--- config.mk ---
export PLATFORM = sky130hd
export DESIGN_NAME = tt_um_full_adder
export DESIGN_NICKNAME = d
export VERILOG_FILES = /design/src/rtl/tt_fa_pkg.sv /design/src/rtl/fa_cell.sv /design/src/rtl/tt_um_full_adder.sv
export SDC_FILE = /design/constraint.sdc
export NUM_CORES = 1
export LEC_CHECK = 0
export CORE_UTILIZATION = 32
export DETAILED_ROUTE_END_ITERATION = 7
export MAX_ROUTING_LAYER = met4
export PLACE_DENSITY = 0.74
export REMOVE_ABC_BUFFERS = 1
export SLEW_MARGIN = 40
export SYNTH_ARGS = -nofsm -noshare
export SYNTH_HDL_FRONTEND = slang
export SYNTH_SLANG_ARGS = --single-unit
--- constraint.sdc ---
create_clock -name clk -period 0.85 [get_ports clk]
set_clock_uncertainty 0.2 [all_clocks]
set_input_delay 0.17 -clock clk [delete_from_list [all_inputs] [get_ports clk]]
set_output_delay 0.17 -clock clk [all_outputs]
set_load 0.005 [all_outputs]
--- src/rtl/tt_fa_pkg.sv ---
// Shared constants and result record for the tt_um_full_adder tile.
// Pin bit positions live here so the RTL and the harness agree on the pinout.
package tt_fa_pkg;

    localparam int WIDTH = 4;
    localparam logic [7:0] UIO_OE_MASK = 8'hFC;

    // uio_in control bits
    localparam int UIO_CIN_BIT = 0;
    localparam int UIO_SUB_BIT = 1;
    localparam int UIO_ACC_BIT = 2;

    // uo_out result/flag positions
    localparam int UO_COUT_BIT = 4;
    localparam int UO_OVF_BIT  = 5;
    localparam int UO_ZERO_BIT = 6;
    localparam int UO_NEG_BIT  = 7;

    // uio_out status positions
    localparam int UIO_VALID_BIT = 2;
    localparam int UIO_CARRY_LSB = 4;

    typedef struct packed {
        logic [WIDTH-1:0] sum;
        logic             cout;
        logic             ovf;
        logic             zero;
        logic             neg;
        logic [WIDTH:1]   carry;
    } fa_result_t;

    function automatic logic [7:0] pack_uo(input fa_result_t r);
        logic [7:0] v;
        v = '0;
        v[WIDTH-1:0]  = r.sum;
        v[UO_COUT_BIT] = r.cout;
        v[UO_OVF_BIT]  = r.ovf;
        v[UO_ZERO_BIT] = r.zero;
        v[UO_NEG_BIT]  = r.neg;
        return v;
    endfunction

    function automatic logic [7:0] pack_uio(input fa_result_t r, input logic valid);
        logic [7:0] v;
        v = '0;
        v[UIO_CARRY_LSB +: WIDTH] = r.carry;
        v[UIO_VALID_BIT]          = valid;
        return v;
    endfunction

endpackage

--- src/rtl/fa_cell.sv ---
// One-bit full adder cell; chained by the tile into a ripple-carry adder.
module fa_cell (
    input  logic a,
    input  logic b,
    input  logic ci,
    output logic s,
    output logic co
);

    logic p;

    assign p  = a ^ b;
    assign s  = p ^ ci;
    assign co = (a & b) | (ci & p);

endmodule

--- src/rtl/tt_um_full_adder.sv ---
// 4-bit ripple add/subtract tile with a registered result, flag and carry bank.
// Optional running-accumulator mode is built when FA_ACCUM_EN is defined.
module tt_um_full_adder
    import tt_fa_pkg::*;
(
    input  logic       clk,
    input  logic       rst_n,
    input  logic       ena,
    input  logic [7:0] ui_in,
    input  logic [7:0] uio_in,
    output logic [7:0] uo_out,
    output logic [7:0] uio_out,
    output logic [7:0] uio_oe
);

    logic [WIDTH-1:0] op_a;
    logic [WIDTH-1:0] op_b;
    logic [WIDTH-1:0] b_eff;
    logic [WIDTH-1:0] sum;
    logic [WIDTH:0]   carry;
    logic             cin;
    logic             sub;

    fa_result_t res_d;
    fa_result_t res_q;
    logic       valid_q;

    assign op_b = ui_in[7:4];
    assign cin  = uio_in[UIO_CIN_BIT];
    assign sub  = uio_in[UIO_SUB_BIT];

`ifdef FA_ACCUM_EN
    // Accumulate feeds back the registered sum, which is 0 until the first result.
    assign op_a = uio_in[UIO_ACC_BIT] ? res_q.sum : ui_in[3:0];
    logic unused_inputs;
    assign unused_inputs = &{1'b0, uio_in[7:3]};
`else
    assign op_a = ui_in[3:0];
    logic unused_inputs;
    assign unused_inputs = &{1'b0, uio_in[7:2]};
`endif

    // Subtraction is A + ~B + ~cin, so cout=1 reads as "no borrow".
    assign b_eff    = sub ? ~op_b : op_b;
    assign carry[0] = sub ^ cin;

    for (genvar gi = 0; gi < WIDTH; gi++) begin : g_cell
        fa_cell u_cell (
            .a  (op_a[gi]),
            .b  (b_eff[gi]),
            .ci (carry[gi]),
            .s  (sum[gi]),
            .co (carry[gi+1])
        );
    end

    // NOTE: every field gets a value on every pass, so no latch can be inferred.
    always_comb begin
        res_d       = '0;
        res_d.sum   = sum;
        res_d.cout  = carry[WIDTH];
        res_d.ovf   = carry[WIDTH] ^ carry[WIDTH-1];
        res_d.zero  = (sum == '0);
        res_d.neg   = sum[WIDTH-1];
        res_d.carry = carry[WIDTH:1];
    end

    // NOTE: non-blocking assignments keep every register sampling pre-edge values.
    always_ff @(posedge clk or negedge rst_n) begin
        if (!rst_n) begin
            res_q   <= '0;
            valid_q <= 1'b0;
        end else if (ena) begin
            res_q   <= res_d;
            valid_q <= 1'b1;
        end
    end

    assign uo_out  = pack_uo(res_q);
    assign uio_out = pack_uio(res_q, valid_q);
    assign uio_oe  = UIO_OE_MASK;

endmodule

==> metrics.csv <==
metric,value,unit
P_leak,0.5709,nW
Yosys top cell by area,dfrtp_1,
metal1 wirelength,542,um
Worst Path Max Fanout,2,
clk slew on worst S/H paths,0.07,ns
Cells after Synth,60,
drt pass-1 iters,4,
RSZ-0062 raised after global routing,yes,
CTS sink cnt,11,
TritonCTS clock tree,done,
CTS H-tree depth,1,
Synth top area share,0.3894,
Mapped Avg Cell Area,11.78,um^2
DR WL/cell,10.61,um
number of synthesized register bits,11,
DPL Wire Length,970.8,um
Final Hold Fails,0,
Filler cells,190,
FF-to-FF Start,uo_out[3],
antenna violations before repair,0,
die height,49,um
CTS max path bufs,2,
"Seq/Total Area, Yosys",0.3894,
Overflow after GRT,0,
clk_lat worst skew,0.26,ns
sum of negative setup slack,-13.22,ns
GRT Util Overall,0.1365,
DRC,0,
Vias,511,
CTS hold repair buffers,0,
Total Wirelength,1400,um
Critical Setup Path Class,primary input to flop,
maxcap violations,0,
Post-synth EDFFs,0,
min-delay worst type,primary input to async pin,
Reg2Reg Depth,5,
failing checks,setup timing,
Highest Signal Layer,met4,
# setup viols final,24,
YS warnings,0,
Initial Util,0.3496,
CTS Buf Count,3,
WP data arrival,2.09,ns
"top cells by count, synth","14 x buf_4, 11 x dfrtp_1, 8 x inv_1",
PortBufs,25,
num rows,16,
Core Area,2022,um^2
CTS Root Cell,clkbuf_4,
I/O Pins,43,
cell area power density,1781,nW/um^2
setup ws final,-1.287,ns
Async SR Flop Fraction,1.000,
met2 WL post-DR,747,um
vias in the first global route,525,
largest net degree at the start of global routing,12,
global-route wire length before repair,2297,um
GPL Wtd Cong,0.6961,
capture point of the worst reg-to-reg path,uo_out[3],
synthesized cell area,706.9,um^2
"antenna viol nets, final",0,
status,"complete, but fails checks",
final period utilization,2.515,
share of cells above drive strength 1,0.5238,
DIE WIDTH,49,um
Final #Nets,129,
most frequent cell after synthesis,buf_4,
synth top area cells,"dfrtp_1 39%, buf_4 15%, fa_1 11%",
achievable clock frequency,467.8,MHz
Worst VDD drop,0.9474,mV
Setup WS pre-CTS,-2.144,ns
vias per inst,3.871,
CP Capture Type,flop,
ys flop type,dfrtp_1,
initial drt markers,1,
post-synthesis cell type count,17,
met3 WL,90,um
Design Power,1.968,mW
synthesis-to-layout area growth,56.28,%
min cycle time layout,2.137,ns
Crit path required time,0.81,ns
worst hold margin,0.03938,ns
startpoint types,primary input,
die area,2401,um^2
number of diodes,0,
Max Slew Vio Count,0,
reg2reg setup slack,-0.30,ns
## worst max-delay path, stage by stage
cell and delay (ns):
buf_8 0.10, xor2_2 0.17, fa_2 0.37, fa_2 0.36, inv_2 0.07, fa_2 0.21, fa_2 0.47, nand4b_4 0.11
o22ai_2 0.06
## per-layer routing
metal | up-vias | GRT usage
li1 | 246 | -
met1 | 235 | 0.1339
met2 | 26 | 0.2431
met3 | 4 | 0.05607
met4 | 0 | 0.04412
met5 | - | -
## logic make-up after synthesis
kind of cell	Yosys count	share of synthesized area
adder cells (fa/ha/maj)	4	0.1133
AO/OA/AOI/OAI	2	0.02477
AND/OR/NAND/NOR	3	0.04778
other	2	0.01062
XOR/XNOR	6	0.07435
flip-flops	11	0.3894
buffers and inverters	24	0.2142
multiplexers	8	0.1257
## cell type report
cell class / instances / area, um^2 / share of cell area
timing repair buffer: 48 / 396.6 / 0.3590
multi-input combinational: 34 / 342.8 / 0.3103
tap: 27 / 33.78 / 0.03058
inverter: 8 / 30.03 / 0.02718
sequential: 11 / 275.3 / 0.2492
clock buffer: 4 / 26.28 / 0.02378
## power by group
group / switching, mW / internal (mW) / total [mW] / leakage, nW
registers: 0.0630 / 0.640 / 0.703 / 0.127
logic: 0.324 / 0.594 / 0.918 / 0.429
clock network: 0.165 / 0.182 / 0.347 / 0.0150
## metrics by stage
| stage | util | cell area [um^2] | cells |
|---|---|---|---|
| floorplan | - | 619.3 | 53 |
| global placement | 0.4752 | 960.9 | 111 |
| detailed placement | 0.4752 | 960.9 | 111 |
| CTS | 0.5118 | 1035 | 127 |
| global route | 0.5464 | 1105 | 132 |
| finish | 0.5464 | 1105 | 132 |
## flip-flops by register name, summed over array words and instances (netlist names)
signal and count:
uo_out 7, uio_out 3, valid_q 1
## cell usage in the layout, fill, tap and decap left out, drive strengths merged
cell type	synthesis	layout
a21oi	1	1
buf	16	38
clkbuf	0	5
clkdlybuf4s15	0	1
clkdlybuf4s50	0	6
conb	2	11
dfrtp	11	11
dlygate4sd2	0	1
dlymetal6s2s	0	1
fa	4	4
inv	8	8
mux2	4	4
mux2i	4	4
nand4b	1	1
nor2	1	1
o22ai	1	1
or2	1	1
xnor2	3	3
xor2	3	3
## repair_timing
action | CTS | global route
gates resized for setup | 72 | 12
endpoints found under the hold margin | 0 | 0
endpoints found under the setup margin | 24 | 24
setup buffers | 12 | 7
pin swaps | 9 | 6
## worst max-delay path by stage
stage,end,cells after the start,slack (ns),start
final,uo_out[6],9,-1.29,ui_in[4]
after global routing,uo_out[6],9,-1.34,ui_in[4]
after CTS,uo_out[6],9,-1.34,ui_in[4]
after detailed placement,uo_out[6],9,-2.14,uio_in[1]
after global placement,uo_out[6],9,-2.13,uio_in[1]
after floorplan,uo_out[6],8,-1.58,uio_in[1]
Power figures use the tool's default switching activity.
